**config.mk**
```make
export PLATFORM = sky130hd
export DESIGN_NAME = mem_port_arbiter
export DESIGN_NICKNAME = d
export VERILOG_FILES = /design/src/rtl/mem_port_arbiter_pkg.sv /design/src/rtl/mem_lane_align.sv /design/src/rtl/mem_port_arbiter.sv
export SDC_FILE = /design/constraint.sdc
export NUM_CORES = 1
export LEC_CHECK = 0
export CORE_ASPECT_RATIO = 0.6
export CORE_MARGIN = 2
export CORE_UTILIZATION = 44
export DETAILED_ROUTE_END_ITERATION = 10
export GPL_ROUTABILITY_DRIVEN = 0
export PLACE_DENSITY = 0.87
export SLEW_MARGIN = 20
export SYNTH_ARGS = -nofsm -noshare
export SYNTH_HDL_FRONTEND = slang
export SYNTH_HIERARCHICAL = 1
export SYNTH_SLANG_ARGS = --single-unit
```
**constraint.sdc**
```tcl
create_clock -name clk -period 4.58 [get_ports clk]
set_clock_uncertainty 0.05 [all_clocks]
set_input_delay 0.687 -clock clk [delete_from_list [all_inputs] [get_ports clk]]
set_output_delay 0.687 -clock clk [all_outputs]
set_load 0.1 [all_outputs]
```
**src/rtl/mem_port_arbiter_pkg.sv**
```systemverilog
// Shared types and constants for the unified memory port arbiter (package mem_arb_pkg).
package mem_arb_pkg;

    typedef enum logic [1:0] {
        S_IDLE   = 2'd0,
        S_ACCESS = 2'd1,
        S_WAIT   = 2'd2,
        S_RESP   = 2'd3
    } state_t;

    localparam logic [1:0] SIZE_B = 2'b00;
    localparam logic [1:0] SIZE_H = 2'b01;
    localparam logic [1:0] SIZE_W = 2'b10;

    localparam logic OWN_CORE = 1'b0;
    localparam logic OWN_DBG  = 1'b1;

    // Address field is sized for the widest supported port (ADDR_W up to 32).
    typedef struct packed {
        logic        we;
        logic [31:0] addr;
        logic [1:0]  size;
        logic [31:0] wdata;
    } req_t;

endpackage

```
**src/rtl/mem_lane_align.sv**
```systemverilog
// Combinational byte-lane logic: strobes, write replication, read alignment, misalignment detect.
module mem_lane_align
    import mem_arb_pkg::*;
(
    input  logic [1:0]  size,
    input  logic [1:0]  addr_lo,
    input  logic [31:0] wdata,
    input  logic [31:0] rdata_word,
    output logic [3:0]  be,
    output logic [31:0] wdata_rep,
    output logic [31:0] rdata_out,
    output logic        misaligned
);

    logic [31:0] shifted;

    assign shifted = rdata_word >> {addr_lo, 3'b000};

    always_comb begin
        be         = 4'b0000;
        wdata_rep  = 32'h0;
        rdata_out  = 32'h0;
        misaligned = 1'b0;
        case (size)
            SIZE_B: begin
                be        = 4'b0001 << addr_lo;
                wdata_rep = {4{wdata[7:0]}};
                rdata_out = shifted & 32'h0000_00FF;
            end
            SIZE_H: begin
                if (addr_lo[0]) begin
                    misaligned = 1'b1;
                end else begin
                    be = 4'b0011 << addr_lo;
                end
                wdata_rep = {2{wdata[15:0]}};
                rdata_out = shifted & 32'h0000_FFFF;
            end
            SIZE_W: begin
                if (addr_lo != 2'b00) begin
                    misaligned = 1'b1;
                end else begin
                    be = 4'b1111;
                end
                wdata_rep = wdata;
                rdata_out = shifted;
            end
            default: begin
                misaligned = 1'b1;
            end
        endcase
    end

endmodule

```
**src/rtl/mem_port_arbiter.sv**
```systemverilog
// Arbitrates the unified memory port between the core and the debug loader.
// Define MEM_ARB_RR_EN for round-robin arbitration; default is fixed core-first priority.
module mem_port_arbiter
    import mem_arb_pkg::*;
#(
    parameter int ADDR_W  = 32,
    parameter int DATA_W  = 32,
    parameter int LATENCY = 1
) (
    input  logic              clk,
    input  logic              reset,

    input  logic              core_req,
    input  logic              core_we,
    input  logic [ADDR_W-1:0] core_addr,
    input  logic [1:0]        core_size,
    input  logic [DATA_W-1:0] core_wdata,
    output logic              core_gnt,
    output logic              core_rvalid,
    output logic [DATA_W-1:0] core_rdata,
    output logic              core_err,

    input  logic              dbg_req,
    input  logic              dbg_we,
    input  logic [ADDR_W-1:0] dbg_addr,
    input  logic [1:0]        dbg_size,
    input  logic [DATA_W-1:0] dbg_wdata,
    output logic              dbg_gnt,
    output logic              dbg_rvalid,
    output logic [DATA_W-1:0] dbg_rdata,
    output logic              dbg_err,

    output logic              mem_en,
    output logic              mem_we,
    output logic [3:0]        mem_be,
    output logic [ADDR_W-1:0] mem_addr,
    output logic [DATA_W-1:0] mem_wdata,
    input  logic [DATA_W-1:0] mem_rdata
);

    state_t      state, state_next;
    req_t        req_q;
    logic        owner_q;
    logic        err_q;
    logic [2:0]  cnt_q;

    req_t        core_r, dbg_r, win_r, al_r;
    logic        winner;
    logic        grant;

    logic [3:0]  al_be;
    logic [31:0] al_wdata;
    logic [31:0] al_rdata;
    logic        al_mis;
    logic [31:0] resp_data;

    always_comb begin
        core_r                    = '0;
        core_r.we                 = core_we;
        core_r.addr[ADDR_W-1:0]   = core_addr;
        core_r.size               = core_size;
        core_r.wdata              = core_wdata;
        dbg_r                     = '0;
        dbg_r.we                  = dbg_we;
        dbg_r.addr[ADDR_W-1:0]    = dbg_addr;
        dbg_r.size                = dbg_size;
        dbg_r.wdata               = dbg_wdata;
    end

`ifdef MEM_ARB_RR_EN
    logic last_q;

    // On a tie the port that was not served last wins; reset leaves "debug last".
    always_comb begin
        if (core_req && dbg_req) begin
            winner = (last_q == OWN_CORE) ? OWN_DBG : OWN_CORE;
        end else begin
            winner = core_req ? OWN_CORE : OWN_DBG;
        end
    end

    always_ff @(posedge clk) begin
        if (reset) begin
            last_q <= OWN_DBG;
        end else if (grant) begin
            last_q <= winner;
        end
    end
`else
    always_comb begin
        winner = core_req ? OWN_CORE : OWN_DBG;
    end
`endif

    assign grant    = (state == S_IDLE) && (core_req || dbg_req);
    assign core_gnt = grant && (winner == OWN_CORE);
    assign dbg_gnt  = grant && (winner == OWN_DBG);
    assign win_r    = (winner == OWN_CORE) ? core_r : dbg_r;

    // One lane aligner serves both phases: the incoming request while idle
    // (error detection) and the latched request once the access is in flight.
    assign al_r = (state == S_IDLE) ? win_r : req_q;

    mem_lane_align u_align (
        .size       (al_r.size),
        .addr_lo    (al_r.addr[1:0]),
        .wdata      (al_r.wdata),
        .rdata_word (mem_rdata),
        .be         (al_be),
        .wdata_rep  (al_wdata),
        .rdata_out  (al_rdata),
        .misaligned (al_mis)
    );

    always_comb begin
        state_next = state;
        case (state)
            S_IDLE: begin
                if (grant) begin
                    state_next = al_mis ? S_RESP : S_ACCESS;
                end
            end
            S_ACCESS: begin
                state_next = (LATENCY > 1) ? S_WAIT : S_RESP;
            end
            S_WAIT: begin
                if (cnt_q == 3'd1) begin
                    state_next = S_RESP;
                end
            end
            S_RESP: begin
                state_next = S_IDLE;
            end
            default: begin
                state_next = S_IDLE;
            end
        endcase
    end

    always_ff @(posedge clk) begin
        if (reset) begin
            state   <= S_IDLE;
            req_q   <= '0;
            owner_q <= OWN_CORE;
            err_q   <= 1'b0;
            cnt_q   <= 3'd0;
        end else begin
            state <= state_next;
            if (grant) begin
                req_q   <= win_r;
                owner_q <= winner;
                err_q   <= al_mis;
            end
            if (state == S_ACCESS) begin
                cnt_q <= 3'(LATENCY - 1);
            end else if (state == S_WAIT) begin
                cnt_q <= cnt_q - 3'd1;
            end
        end
    end

    assign mem_en    = (state == S_ACCESS);
    assign mem_we    = mem_en && req_q.we;
    assign mem_be    = mem_en ? al_be : 4'b0000;
    assign mem_addr  = mem_en ? {req_q.addr[ADDR_W-1:2], 2'b00} : '0;
    assign mem_wdata = mem_en ? al_wdata : '0;

    // Read data is only meaningful for completed loads; stores and rejects return zero.
    assign resp_data = ((state == S_RESP) && !err_q && !req_q.we) ? al_rdata : 32'h0;

    assign core_rvalid = (state == S_RESP) && (owner_q == OWN_CORE);
    assign dbg_rvalid  = (state == S_RESP) && (owner_q == OWN_DBG);
    assign core_err    = core_rvalid && err_q;
    assign dbg_err     = dbg_rvalid && err_q;
    assign core_rdata  = core_rvalid ? resp_data : 32'h0;
    assign dbg_rdata   = dbg_rvalid ? resp_data : 32'h0;

endmodule

```
==> results by group, run 1 <==
Status
  • Status: complete, no violations

Setup path
  • Startpoint Class: register
  • Worst r2r path cells: 10
  • CP max FO: 28
  • CP max stage cell: ha_2
  • Category of the most critical setup path: register to output pin
  • Max incr delay on CP: 0.58 ns
  • Worst Path Arrival: 3.25 ns
  • WP data required: 3.84 ns
  • Crit path buf inv count: 3
  • CP Launch Point: state[1]
  • Cell depth of the worst setup path: 9
  • Crit end category: output pin
  • CP top delay family: compound AO/OA/AOI/OAI gates
  • FF-to-FF setup slack: 1.90 ns
  • FF-to-FF End: state[1]
  • Setup crit end: core_rdata[3]
  • RR Startpoint: state[1]
  • Crit path cell chain: inv_1 > ha_2 > nor2_1 > a21oi_4 > buf_4 > mux2i_1 > o22ai_1 > and2_1 > buf_12

CTS
  • CTS Sinks: 74
  • Clock Latency Late Sink: 0.33 ns
  • Reg clk slew, reported paths: roughly 0.05 ns
  • H-Tree Depth: 3
  • Clk buf depth: 2
  • CTS tree: done
  • Hold buffer count at cts: 0
  • TritonCTS buffer count: 9
  • Root buf cell: clkbuf_16
  • Postcts setup bufs: 0
  • # resized after CTS: 0

Logic synthesis
  • Synth cell types: 34
  • Syn avg cell area: 8.202 um2
  • #FFs+latches synth: 74
  • Main area contributors after synthesis: dfxtp_1 24%, mux2i_1 15%, and2_1 15%
  • Post-Syn Instances: approximately 750
  • Cell area after synthesis: 6111 um2
  • Post-synth top area cell: dfxtp_1
  • Post-synth top area share: 0.2424
  • Yosys warning count: 6
  • Sequential element share of the synthesized area: 0.2424

Pwr
  • Tot Pwr: 6.290 mW
  • Power Density: 612.5 nW/um2
  • Peak VDD IR: roughly 600 uV
  • Pleak: between 4 and 5 nW

Timing
  • Period Utilization, post-route: 0.8697
  • Period minus WS final: 3.983 ns
  • Tightest Pin Transition: between 1 and 1.5 ns
  • Pins over their slew limit: 0
  • Slew HR: 0.2756
  • Unrepaired setup endpoints after global routing: false
  • Final worst slack: 0.5968 ns
  • # setup viols final: 0
  • Max frequency: between 200 and 300 MHz
  • Setup TNS: 0 ns
  • Final Hold Viols: 0

Global routing
  • Largest net degree at the start of global routing: around 140
  • Tot GR Track Use: 0.2767
  • First-pass GRT wire length: 32,460 um
  • Number of global-route vias before repair: roughly 6,000
  • Initial antenna violation count: 0
  • Overflow after GRT: 0

Die
  • FP Rows: 33
  • Die Area: 14,880 um2
  • Core area: 13,630 um2
  • Die W: 156.1 um
  • Initial core utilization: 0.4485
  • Die Ht: 95.29 um
  • I/O pin count: 310

Flow run
  • Max_cap viols: 0

Place
  • Area after DPL: between 9000 and 10,000 um2
  • Dpl ws: about 0.84 ns
  • Number of I/O port buffers: 307
  • Final HPWL DP: 16,570 um

Route
  • WL final: roughly 21,000 um
  • DR iter-0 viols: roughly 360
  • ANT nets after route: 0
  • Via Count: 6,295
  • Via density: 5.317
  • Wirelength per Cell: 17.90 um
  • DR DRC count: 0
  • DR pass1 iterations: 5

Worst hold path
  • Worst hold path type: register to register
  • Worst Hold Launch: cnt_q[1]

Layout
  • Synth-to-layout area growth: 68.06%
  • Share of layout cells above drive strength 1: 0.2408
  • Most common cell after layout, fill and taps aside: clkdlybuf4s50_1
  • ANT cells: 0
  • Fin nets: 1,181
  • Design area: about 10,000 um2
  • Most frequent cells in the layout: 171 x clkdlybuf4s50_1, 142 x and2_1, 128 x nor2_1, 93 x mux2i_1, 93 x buf_12
[cells in the mapped netlist, drive strengths merged]
library cell  instances
conb                  1
o21ai                 8
inv                  12
ha                    7
nand2                11
o21bai                1
o21a                  1
a21oi                46
a21o                 16
a22oi                 1
nor3b                 3
clkbuf               23
nor2                128
nand2b               12
and2                142
nor2b                10
xnor2                 3
nor3                  5
a211oi               84
xor2                  1
or2                   1
mux2i                93
mux2                  2
and3                  1
and2b                 1
o22ai                 8
buf                  49
a2111oi               1
dfxtp                74
[state kept, by name, indices dropped and copies added (netlist names)]
name and count:
cnt_q 3, err_q 1, owner_q 1, req_q 67
state 2
[area by class of cell]
| type | count | area [um2] |
|---|---|---|
| inverter | 12 | 45.04 |
| multi-input combinational | 588 | 4218 |
| timing repair buffer | 319 | 3986 |
| clock inverter | 5 | 77.57 |
| tap | 175 | 219.0 |
| sequential | 74 | 1481 |
| clock buffer | 11 | 242.7 |
| fill | 993 | 3356 |
[worst min-delay path by stage]
stage / endpoint / slack, ns / cells past startpoint
6_report: cnt_q[1] / 0.44 / 2
5_1_grt: cnt_q[1] / 0.49 / 2
4_1_cts: cnt_q[1] / 0.44 / 2
3_5_place_dp: cnt_q[1] / 0.44 / 2
3_3_place_gp: cnt_q[1] / 0.42 / 2
2_1_floorplan: cnt_q[1] / 0.41 / 2
[worst reg2reg max path: stages, from the launching register on]
cell,delay (ns)
dfxtp_1,0.33
inv_1,0.15
ha_2,0.58
nor2_1,0.11
a21oi_2,0.51
buf_12,0.24
nor3_1,0.06
nor2_1,0.23
mux2i_1,0.13
nor2_1,0.10
mux2_2,0.15
[metrics by stage]
stage | utilization | std cells | hold slack [ns]
after floorplan | - | 746 | 0.4065
after global placement | 0.7295 | 1168 | 0.4211
after detailed placement | 0.7295 | 1168 | 0.4365
after CTS | 0.7530 | 1184 | 0.4442
after global routing | 0.7537 | 1184 | 0.4858
final | 0.7537 | 1184 | 0.4379
[report_power, final]
part,total [mW],switching (mW),internal [mW]
Sequential,0.933,0.104,0.830
Combinational,4.60,3.07,1.52
Clock,0.761,0.271,0.490
Total,6.29,3.45,2.84
[routing by layer]
metal | global-route usage | up-vias | share of wire
li1 | - | 3064 | -
met1 | 0.3491 | 2923 | 0.43
met2 | 0.4672 | 267 | 0.47
met3 | 0.07864 | 41 | 0.082
met4 | 0.07645 | 0 | 0.022
met5 | 0 | - | 0
[kinds of logic after synthesis]
logic type,after synthesis,synth area share
AOI/OAI and AO/OA,166,0.2353
xor gates and xnor gates,4,0.005734
adders and majority gates,7,0.01433
buffers and inverters,84,0.07678
DFF,74,0.2424
muxes,95,0.1560
other,1,0.0006137
and+or+nand+nor,314,0.2688
Power figures use the tool's default switching activity.
==> inputs of run 2 (changes only) <==
- ABC_AREA: not set -> 1
- CORE_UTILIZATION: 44 -> 45
- PLACE_DENSITY: 0.87 -> 0.88
==> results by group, run 2 <==
Status
  • Status: complete, no violations

Route
  • Via density: 5.302
  • DR DRC count: 0
  • DR pass1 iterations: 6
  • Wirelength per Cell: around 16 um
  • ANT nets after route: 0
  • DR iter-0 viols: 882
  • Via Count: 8,531
  • WL final: 26,490 um

Global routing
  • Grt met2 use: 0.5316
  • Largest net degree at the start of global routing: 72
  • Overflow after GRT: 0
  • Number of global-route vias before repair: 7,788
  • Initial antenna violation count: 0
  • Met1 Usage GRT: 0.4812
  • First-pass GRT wire length: approximately 40,000 um
  • Global-route track usage on met3: 0.07955
  • Tot GR Track Use: 0.3484
  • GR peak layer: met2

Flow run
  • Max_cap viols: 0

CTS
  • H-Tree Depth: 3
  • CTS Sinks: 74
  • TritonCTS buffer count: 9
  • Clock Latency Late Sink: 0.33 ns
  • CTS tree: done
  • Clk buf depth: 2
  • Hold buffer count at cts: 0
  • Root buf cell: clkbuf_16
  • Postcts setup bufs: 0
  • Reg clk slew, reported paths: 0.06 ns
  • # resized after CTS: 0

Timing
  • Pins over their slew limit: 0
  • Period minus WS final: 3.944 ns
  • Period Utilization, post-route: 0.8611
  • Hold slack: about 0.44 ns
  • Tightest Pin Transition: just over 1 ns
  • Final Hold Viols: 0
  • Slew HR: 0.3176
  • # setup viols final: 0
  • Max frequency: roughly 250 MHz
  • Unrepaired setup endpoints after global routing: false
  • Setup TNS: 0 ns

Layout
  • ANT cells: 0
  • Largest register FFs: 67
  • Most common cell after layout, fill and taps aside: nand2_1
  • Final Core Density: 0.8022
  • Share of layout cells above drive strength 1: 0.1450
  • Synth-to-layout area growth: 74.20%
  • Top flop regs: req_q x67, cnt_q x3, state x2
  • Most frequent cells in the layout: 408 x nand2_1, 200 x clkdlybuf4s50_1, 177 x inv_1, 144 x nor2_1, 101 x buf_12
  • Reg with most FFs: req_q
  • Fin nets: 1,606
  • Design area: 10,930 um2

Pwr
  • Peak VDD IR: 357.7 uV
  • Power Density: 619.5 nW/um2
  • Pleak: 5.264 nW
  • Tot Pwr: approximately 6.8 mW

Logic synthesis
  • Async S/R FF share, synth: 0
  • Ys flop type: dfxtp_1
  • Main area contributors after synthesis: nand2_1 24%, dfxtp_1 24%, inv_1 11%
  • Syn avg cell area: between 5 and 6 um2
  • Synth cell types: 26
  • Yosys warning count: 6
  • Post-synth top cells: 408 x nand2_1, 177 x inv_1, 144 x nor2_1
  • Cell area after synthesis: 6275 um2
  • Post-Syn Instances: between 1,000 and 1,500
  • Sequential element share of the synthesized area: 0.2361
  • Number of synthesized flops with an enable pin: 0
  • Post-synth top area share: 0.2441
  • #FFs+latches synth: 74
  • Post-synth top area cell: nand2_1
  • Most frequent cell after synthesis: nand2_1

Setup path
  • Crit end category: output pin
  • Crit path cell chain: inv_1 > ha_2 > nor2_1 > a31oi_2 > nand3_1 > a21oi_1 > inv_1 > nor3_2 > buf_12
  • Worst Path Arrival: 3.21 ns
  • CP max FO: 14
  • WP data required: 3.84 ns
  • Max incr delay on CP: 0.69 ns
  • CP max stage cell: a31oi_2
  • Category of the most critical setup path: register to output pin
  • CP dominant cell by count: inv_1
  • Startpoint Class: register

Die
  • Die Ht: between 90 and 100 um
  • Die Area: 14,940 um2
  • FP Rows: 33
  • Core area: 13,630 um2
  • Initial core utilization: 0.4605
  • I/O pin count: slightly above 300
  • Die W: 156.4 um

Place
  • Number of I/O port buffers: 307
  • Area after DPL: 10,580 um2
  • Final HPWL DP: 19,910 um

Worst hold path
  • Worst hold path type: register to register
## run 2: cell type report
class,instances,area (um2)
Clock inverter,4,97.59
Multi-Input combinational cell,839,4009
Clock buffer,12,256.5
Timing Repair Buffer,322,4179
Inverter,183,688.2
Sequential cell,74,1481
Fill cell,957,2695
Tap cell,175,219.0
## run 2: power breakdown
group,switching (mW),leakage (nW),internal [mW],total (mW)
Sequential,0.0941,0.613,0.829,0.923
Clock,0.282,0.169,0.563,0.845
Combinational,3.56,4.48,1.45,5.00
## run 2: cell families (layout without fill, tap and decap cells)
logic type                 count (synthesis)  count (layout)  share of synthesized area
AOI/OAI and AO/OA                        163             163                     0.1521
adders and majority gates                  7               7                    0.01396
buffers and inverters                    261             521                     0.1703
DFF                                       74              74                     0.2361
other                                      1               2                  0.0005976
and+or+nand+nor                          667             667                     0.4269
## run 2: path summary, 6_finish.rpt
check / startpoint / to / slack [ns] / cells past startpoint
worst max-delay path: state[0] / dbg_rdata[0] / 0.64 / 9
worst min-delay path: req_q[31] / req_q[31] / 0.44 / 2
worst max register to register: state[0] / req_q[24] / 1.81 / 8
worst min register to register: req_q[31] / req_q[31] / 0.44 / 2
## run 2: through the flow
stage / worst slack (ns) / instances
floorplan: -0.4952 / 1174
global route: 0.4774 / 1609
CTS: 0.6827 / 1609
finish: 0.6362 / 1609
detailed placement: 0.6937 / 1593
global placement: 0.7777 / 1593
## run 2: per-layer routing
layer | wire, um | share of wire | vias to the layer above
met1 | 11210 | 0.42 | 3809
li1 | - | - | 4113
met3 | 2988 | 0.11 | 74
met2 | 11420 | 0.43 | 535
met5 | 0 | 0 | -
met4 | 878 | 0.033 | 0
## run 2: worst max-delay path, delay by kind of cell, from the launching register on
family                     cells  cell delay, ns
AOI/OAI and AO/OA              2            1.10
buffers and inverters          3            0.56
and+or+nand+nor                3            0.52
adders and majority gates      1            0.35
DFF                            1            0.34
